[src/rtl/cpu_pkg.sv]
// Shared CPU definitions: ALU opcodes, operand-select encodings and
// forwarding helpers used by the ID/EX stage.
package cpu_pkg;

    localparam logic [4:0] REG_ZERO = 5'd0;

    localparam logic [4:0] ALU_SLL  = 5'b00000;
    localparam logic [4:0] ALU_SRL  = 5'b00010;
    localparam logic [4:0] ALU_SRA  = 5'b00011;
    localparam logic [4:0] ALU_SLLV = 5'b00100;
    localparam logic [4:0] ALU_ADD  = 5'b10000;
    localparam logic [4:0] ALU_ADDU = 5'b10001;
    localparam logic [4:0] ALU_SUB  = 5'b10010;
    localparam logic [4:0] ALU_AND  = 5'b10100;
    localparam logic [4:0] ALU_OR   = 5'b10101;
    localparam logic [4:0] ALU_LUI  = 5'b11000;

    typedef enum logic [1:0] {
        A_RS   = 2'b00,
        A_SA   = 2'b01,
        A_PC   = 2'b10,
        A_ZERO = 2'b11
    } a_sel_e;

    typedef enum logic [1:0] {
        B_RT    = 2'b00,
        B_SEXT  = 2'b01,
        B_ZEXT  = 2'b10,
        B_EIGHT = 2'b11
    } b_sel_e;

    // A writer matches a source only for a nonzero index.
    function automatic logic fwd_hit(input logic we, input logic [4:0] rd,
                                     input logic [4:0] idx);
        return we && (rd == idx) && (idx != REG_ZERO);
    endfunction

endpackage

[src/rtl/fwd_mux.sv]
// Operand forwarding mux: MEM result beats WB result beats the captured value.
module fwd_mux
    import cpu_pkg::*;
#(
    parameter int unsigned W = 32
) (
    input  logic [4:0]   idx,
    input  logic [W-1:0] cap_val,
    input  logic         mem_we,
    input  logic [4:0]   mem_rd,
    input  logic [W-1:0] mem_data,
    input  logic         wb_we,
    input  logic [4:0]   wb_rd,
    input  logic [W-1:0] wb_data,
    output logic [W-1:0] val
);

    always_comb begin
        val = cap_val;
        if (fwd_hit(mem_we, mem_rd, idx))
            val = mem_data;
        else if (fwd_hit(wb_we, wb_rd, idx))
            val = wb_data;
    end

endmodule

[src/rtl/id_ex_stage.sv]
// ID/EX pipeline register with operand forwarding, A/B operand select,
// load-use hazard detection, flush and downstream stall.
module id_ex_stage
    import cpu_pkg::*;
#(
    parameter int unsigned W = 32
) (
    input  logic         clk,
    input  logic         rst_n,
    input  logic         id_valid,
    input  logic [W-1:0] id_pc,
    input  logic [W-1:0] id_rs_val,
    input  logic [W-1:0] id_rt_val,
    input  logic [4:0]   id_rs,
    input  logic [4:0]   id_rt,
    input  logic [4:0]   id_rd,
    input  logic         id_use_rs,
    input  logic         id_use_rt,
    input  logic [4:0]   id_sa,
    input  logic [15:0]  id_imm,
    input  logic [4:0]   id_alu_op,
    input  logic [1:0]   id_a_sel,
    input  logic [1:0]   id_b_sel,
    input  logic         id_reg_we,
    input  logic         id_mem_read,
    input  logic         id_mem_write,
    input  logic [4:0]   mem_rd,
    input  logic         mem_we,
    input  logic [W-1:0] mem_data,
    input  logic [4:0]   wb_rd,
    input  logic         wb_we,
    input  logic [W-1:0] wb_data,
    input  logic         flush,
    input  logic         stall_in,
    output logic         stall_out,
    output logic         ex_valid,
    output logic [W-1:0] ex_pc,
    output logic [4:0]   ex_alu_op,
    output logic [W-1:0] ex_alu_a,
    output logic [W-1:0] ex_alu_b,
    output logic [W-1:0] ex_store_data,
    output logic [4:0]   ex_rd,
    output logic         ex_reg_we,
    output logic         ex_mem_read,
    output logic         ex_mem_write
);

    typedef struct packed {
        logic         valid;
        logic [W-1:0] pc;
        logic [4:0]   alu_op;
        logic [4:0]   rs;
        logic [4:0]   rt;
        logic [W-1:0] rs_val;
        logic [W-1:0] rt_val;
        logic [4:0]   sa;
        logic [15:0]  imm;
        a_sel_e       a_sel;
        b_sel_e       b_sel;
        logic [4:0]   rd;
        logic         reg_we;
        logic         mem_read;
        logic         mem_write;
    } ex_reg_t;

    ex_reg_t      r;
    ex_reg_t      id_next;
    logic [W-1:0] rs_fwd;
    logic [W-1:0] rt_fwd;
    logic         rs_dep;
    logic         rt_dep;

    // WB writes the register file this same cycle, so the RF read is stale.
    always_comb begin
        id_next           = '0;
        id_next.valid     = id_valid;
        id_next.pc        = id_pc;
        id_next.alu_op    = id_alu_op;
        id_next.rs        = id_rs;
        id_next.rt        = id_rt;
        id_next.rs_val    = fwd_hit(wb_we, wb_rd, id_rs) ? wb_data : id_rs_val;
        id_next.rt_val    = fwd_hit(wb_we, wb_rd, id_rt) ? wb_data : id_rt_val;
        id_next.sa        = id_sa;
        id_next.imm       = id_imm;
        id_next.a_sel     = a_sel_e'(id_a_sel);
        id_next.b_sel     = b_sel_e'(id_b_sel);
        id_next.rd        = id_rd;
        id_next.reg_we    = id_reg_we;
        id_next.mem_read  = id_mem_read;
        id_next.mem_write = id_mem_write;
    end

    assign rs_dep    = id_use_rs && (id_rs == r.rd);
    assign rt_dep    = id_use_rt && (id_rt == r.rd);
    assign stall_out = !flush && id_valid && r.valid && r.mem_read
                       && (r.rd != REG_ZERO) && (rs_dep || rt_dep);

    always_ff @(posedge clk or negedge rst_n) begin
        if (!rst_n)
            r <= '0;
        else if (flush)
            r <= '0;
        else if (stall_in)
            r <= r;
        else if (stall_out)
            r <= '0;
        else
            r <= id_next;
    end

    fwd_mux #(.W(W)) u_fwd_rs (
        .idx      (r.rs),
        .cap_val  (r.rs_val),
        .mem_we   (mem_we),
        .mem_rd   (mem_rd),
        .mem_data (mem_data),
        .wb_we    (wb_we),
        .wb_rd    (wb_rd),
        .wb_data  (wb_data),
        .val      (rs_fwd)
    );

    fwd_mux #(.W(W)) u_fwd_rt (
        .idx      (r.rt),
        .cap_val  (r.rt_val),
        .mem_we   (mem_we),
        .mem_rd   (mem_rd),
        .mem_data (mem_data),
        .wb_we    (wb_we),
        .wb_rd    (wb_rd),
        .wb_data  (wb_data),
        .val      (rt_fwd)
    );

    always_comb begin
        ex_alu_a = '0;
        unique case (r.a_sel)
            A_RS:    ex_alu_a = rs_fwd;
            A_SA:    ex_alu_a = {{(W-5){1'b0}}, r.sa};
            A_PC:    ex_alu_a = r.pc;
            A_ZERO:  ex_alu_a = '0;
            default: ex_alu_a = '0;
        endcase
    end

    always_comb begin
        ex_alu_b = '0;
        unique case (r.b_sel)
            B_RT:    ex_alu_b = rt_fwd;
            B_SEXT:  ex_alu_b = {{(W-16){r.imm[15]}}, r.imm};
            B_ZEXT:  ex_alu_b = {{(W-16){1'b0}}, r.imm};
            B_EIGHT: ex_alu_b = W'(8);
            default: ex_alu_b = '0;
        endcase
    end

    assign ex_valid      = r.valid;
    assign ex_pc         = r.pc;
    assign ex_alu_op     = r.alu_op;
    assign ex_store_data = rt_fwd;
    assign ex_rd         = r.rd;
    assign ex_reg_we     = r.reg_we;
    assign ex_mem_read   = r.mem_read;
    assign ex_mem_write  = r.mem_write;

endmodule
[config.mk]
export PLATFORM = sky130hd
export DESIGN_NAME = id_ex_stage
export DESIGN_NICKNAME = d
export VERILOG_FILES = /design/src/rtl/cpu_pkg.sv /design/src/rtl/fwd_mux.sv /design/src/rtl/id_ex_stage.sv
export SDC_FILE = /design/constraint.sdc
export NUM_CORES = 1
export LEC_CHECK = 0
export CORE_MARGIN = 1.5
export CORE_UTILIZATION = 47
export DETAILED_ROUTE_END_ITERATION = 6
export GPL_ROUTABILITY_DRIVEN = 0
export PLACE_DENSITY = 0.87
export SLEW_MARGIN = 20
export SYNTH_ARGS = -nofsm -noshare
export SYNTH_HDL_FRONTEND = slang
export SYNTH_SLANG_ARGS = --single-unit
[constraint.sdc]
create_clock -name clk -period 2.2 [get_ports clk]
set_input_delay 0.22 -clock clk [delete_from_list [all_inputs] [get_ports clk]]
set_output_delay 0.22 -clock clk [all_outputs]
set_load 0.02 [all_outputs]
# == Yosys cells after proc, flatten, opt, wreduce, memory -nomap -nowiden ==
# Cells that the tools add are included.
# word_totals
wordCells,69
reg_bits,145
in_bits,227
output_inout_bits,143
# op_classes
eq_ne,15
reduce_logical,28
n_mux,11
# ops
operator,n
145-bit two-way mux,3
32-bit case mux with 4 select lines,2
32-bit two-way mux,6
5-bit equality test,8
5-bit nonzero test,5
1-bit logical AND,19
"2-bit equality test, second input constant",4
"2-bit by 1-bit equality test with 1-bit output, second input constant",2
2-bit zero test,2
"2-bit inequality test, second input constant",1
1-bit zero test,1
1-bit logical OR,1

# == Logic depth before layout (Yosys ltp) ==
# logic_depth
word_depth,9
ltp_mapped,8
mapped_depth_nobuf,5

# == By module ==
# From an unflattened synthesis, not the netlist that was laid out.
# unflattened
hier_cells,1300
hier_area_um2,10741.6
# modules_own_cells
module,area_each_um2,cells_per_inst,instances
id_ex_stage,8534.4,904,1
fwd_mux,1103.6,198,2

# == Worst setup path after synthesis ==
# Ideal clock, no wire load.
# synth_timing
kind,reg2out
start,register r[100] (netlist bit)
end,output ex_alu_b[0]
required_time_ns,1.980
arrival_time_ns,2.232
path_stages_with_launch,7
n_path_buf,1
path_slack_ns,-0.252
path_cell_list,dfrtp_1 or4_4 o211ai_2 clkbuf_2 o21ai_0 a31oi_1 a22o_1
# synth_via
elab_chain_len,6
# synth_rtl
element,line,source
"start, declared",id_ex_stage.sv:66,ex_reg_t r;
"start signal, assigned",id_ex_stage.sv:104,r <= r;
"start signal, assigned",id_ex_stage.sv:108,r <= id_next;
5-bit equality test,cpu_pkg.sv:35,return we && (rd == idx) && (idx != REG_ZERO);
1-bit logical AND (2 in series),cpu_pkg.sv:35,
32-bit two-way mux,fwd_mux.sv:22,"else if (fwd_hit(wb_we, wb_rd, idx))"
32-bit two-way mux *,fwd_mux.sv:20,"if (fwd_hit(mem_we, mem_rd, idx))"
net ex_store_data[0],id_ex_stage.sv:41,"output logic [W-1:0] ex_store_data,"
32-bit case mux with 4 select lines *,id_ex_stage.sv:148,unique case (r.b_sel)
"end, declared",id_ex_stage.sv:40,"output logic [W-1:0] ex_alu_b,"
# Mark *: on every way through the listed nets, which the timed path passes. The rest lies on a longest branch.

# == Worst setup path in the final report ==
# layout_timing
start,register r[100] (netlist bit)
end,output ex_alu_b[21]
# layout_via
elab_chain_len,6
# layout_rtl
element,line
5-bit equality test,cpu_pkg.sv:35
1-bit logical AND (2 in series),cpu_pkg.sv:35
32-bit two-way mux,fwd_mux.sv:22
32-bit two-way mux *,fwd_mux.sv:20
32-bit case mux with 4 select lines *,id_ex_stage.sv:148
# Mark *: on every way between the ends. The rest lies on a longest branch, timed or not.

==> metrics.md <==
| Metric | Value |
|---|---|
| Drt via density | 7.34 |
| GRT Util Overall | 0.440 |
| Number of detailed-route iterations in the first pass | 7 |
| Area Overhead vs Synth | 83.4% |
| Hold path depth | 3 |
| Dpl cells | 1,877 |
| CP required | 1980 ps |
| VDD IR max | 0.589 mV |
| Root Driver | clkbuf_16 |
| Post-route worst setup slack | -908 ps |
| Syn Area/Cell | 8.58 um2 |
| Final Critical Period | 3110 ps |
| Final Cycle Share | 1.41 |
| Worst Skew | 14.2 ps |
| Clock buffer depth | 2 |
| Relative slew slack | 0.249 |
| Hold Path End | ex_alu_op[1] |
| Vias in the first global route | 12,733 |
| Total congestion overflow | 0 |
| Wire per inst | 34.7 um |
| Crit path launch type | flop |
| Drt drc | 9 |
| PortBufs | 369 |
| Num ports | 370 |
| Final count of pins violating max slew | 0 |
| Final wirelength | 70.0 mm |
| Nets | 1,933 |
| Final Util | 0.871 |
| Share of layout cells above drive strength 1 | 0.368 |
| Final Non-Filler Cells | 2,017 |
| Die area | 23,700 um2 |
| Slew @ Worst Pin | 1090 ps |
| Max cap viols | 0 |
| TritonCTS clock tree | built |
| Final setup fails | 131 |
| Antenna violations before repair | 14 |
| Synth Instances | 1,247 |
| CTS Sinks | 145 |
| Htree depth | 4 |
| Total power per unit cell area | 491 nW/um2 |
| Worst min-delay path class | primary input to flop |
| FF-to-FF Start | ex_rd[3] |
| Syn Nets | 1,474 |
| Clock Pin Slew Worst Setup and Hold Paths | 70 ps |
| Max FO, Critical Path | 23 |
| DR vias | 14,813 |
| R2r endpoint | r[66] |
| Post-synthesis sequential area ratio | 0.339 |
| Crit path arrival time | 2890 ps |
| Clk_lat worst skew | 450 ps |
| Synth top area cells | dfrtp_1 34%, o21ai_0 8.2%, o31ai_2 7.0% |
| Leakage | 0.00774 uW |
| Post-synth cell types | 50 |
| Main synth FF type | dfrtp_1 |
| Async S/R FF share, synth | 1.00 |
| Mapped Area | 10,700 um2 |
| Warnings, synthesis | 0 |
| Leading area contributor after synthesis | dfrtp_1 |
| EDFF count, synth | 0 |
| Synthesized flop and latch total | 145 |
| Final Hold Vio Count | 0 |
| DR iter-0 viols | 2,620 |
| First-pass GRT wire length | 78.5 mm |
| F_max | 0.322 GHz |
| Setup Crit Path Kind | flop to output port |
| Final Total Pwr | 9630 uW |
| Post-synth top area share | 0.339 |
| Chip Width | 154 um |
| Worst setup path startpoint | r[100] |
| Initial Utilization | 0.475 |
| Detail Route Antenna Nets | 0 |
| Minimum hold slack | 233 ps |
| Outcome | finished with violations |
| Largest net degree at the start of global routing | 88 |
| FILL cells | 1,004 |
| CORE AREA | 22,500 um2 |
| R2R setup slack | -100 ps |
| Min-delay src | stall_in |
| Num CTS Buffers | 17 |
| Chip height | 154 um |
| Core Rows | 55 |
| CP Capture Type | output port |
| Failing checks | DRC, setup timing |
| RSZ-0062 raised after global routing | true |
| DP HPWL | 34.5 mm |
| R2R depth | 7 |
==> worst max path at each step <==
stage,depth (start not counted),endpoint,slack (ps)
5_1_grt,9,ex_alu_b[3],-880
2_1_floorplan,7,ex_alu_b[0],-120
3_5_place_dp,9,ex_alu_a[17],-760
6_report,9,ex_alu_b[21],-910
3_3_place_gp,10,ex_alu_a[15],-710
4_1_cts,8,ex_alu_b[15],-740
==> placed cells by master (no fill, tap or decap), types with 12 or more instances in the layout <==
master           count
nor2b_1             82
xnor2_2             12
nand3b_1            64
a31oi_4             32
a21oi_1             81
xnor2_1             16
o31ai_2             37
nand3_4             15
o21ai_0             88
buf_4              118
nand3_1             14
a21o_1              19
o21ai_2             44
o31ai_4             26
o21ai_1             32
nor3_1              31
nand2_1            112
buf_6              147
clkbuf_16           31
nand3_2             13
buf_12              42
diode_2             13
o21ai_4             13
mux2i_1             61
dfrtp_1            144
clkdlybuf4s50_1    264
a221oi_4            21
and3_1              28
==> per-layer routing <==
metal,up-vias,routed length (um),GRT usage
met2,1759,28300,0.683
met4,2,8520,0.266
met5,-,16,0
met1,6923,22200,0.543
li1,5430,-,-
met3,699,11000,0.128
==> layout make-up <==
cell class,count,area [um2],area share
Multi-Input combinational cell,925,8110,0.413
Timing Repair Buffer,616,6900,0.352
Sequential cell,145,3630,0.185
Clock buffer,19,433,0.0221
Tap cell,285,357,0.0182
Clock inverter,13,150,0.00766
Antenna cell,13,32.5,0.00166
Inverter,1,3.75,0.000191
==> cells in the mapped netlist, types with 2 or more instances <==
library cell	instances
a2111oi_4	2
a21o_1	19
a21oi_1	81
a221oi_1	27
a22o_1	18
a22oi_1	2
a31oi_1	32
and3_1	29
and4_1	2
buf_2	11
buf_4	54
buf_6	7
clkbuf_1	100
clkbuf_2	3
dfrtp_1	145
mux2i_1	64
nand2_1	112
nand3_1	42
nand3b_1	64
nand4_1	4
nor2_1	6
nor2b_1	83
nor3_1	33
nor4_1	2
o211a_1	2
o211ai_2	2
o21a_1	3
o21ai_0	175
o31ai_1	4
o31ai_2	60
or3_4	2
or4_1	2
xnor2_1	28
xor2_1	11
==> sequential cells by signal, summed over array words and instances (netlist names) <==
name	flops
ex_pc	32
ex_rd	5
ex_alu_op	5
ex_valid	1
r	99
ex_mem_write	1
ex_mem_read	1
ex_reg_we	1
==> through the flow <==
stage / setup slack, ps / TNS [ps] / cell area (um2)
floorplan: -124 / -2700 / 11200
global placement: -714 / -89950 / 15800
detailed placement: -764 / -102870 / 15800
CTS: -739 / -54320 / 17700
global route: -880 / -72910 / 19600
finish: -908 / -72990 / 19600
==> cell families after synthesis <==
family | synth area share
XOR/XNOR | 0.0319
buffers and inverters | 0.0876
AO/OA/AOI/OAI | 0.279
flip-flops | 0.339
multiplexers | 0.0599
AND/OR/NAND/NOR | 0.202
==> worst max-delay path, stage by stage (launching register included) <==
cell and delay, ps:
dfrtp_1 410, buf_4 170, xnor2_1 230, nand4_1 280
buf_12 270, buf_4 210, o21ai_1 320, a31oi_4 160
a21o_1 200, buf_2 160
==> report_power, final <==
part,switching (uW),internal (uW),total (uW)
clock network,1440,1700,3140
logic,1840,1650,3490
registers,198,2810,3010
==> what timing repair did <==
item | CTS | global route
hold endpoints to repair | 51 | 0
setup endpoints to repair | 148 | 192
hold buffers | 1 | 0
pin swaps | 56 | 98
setup buffers | 41 | 40
resized for setup | 607 | 340
gates cloned | 11 | 18
Note: power is estimated with default switching activity, not from simulation.
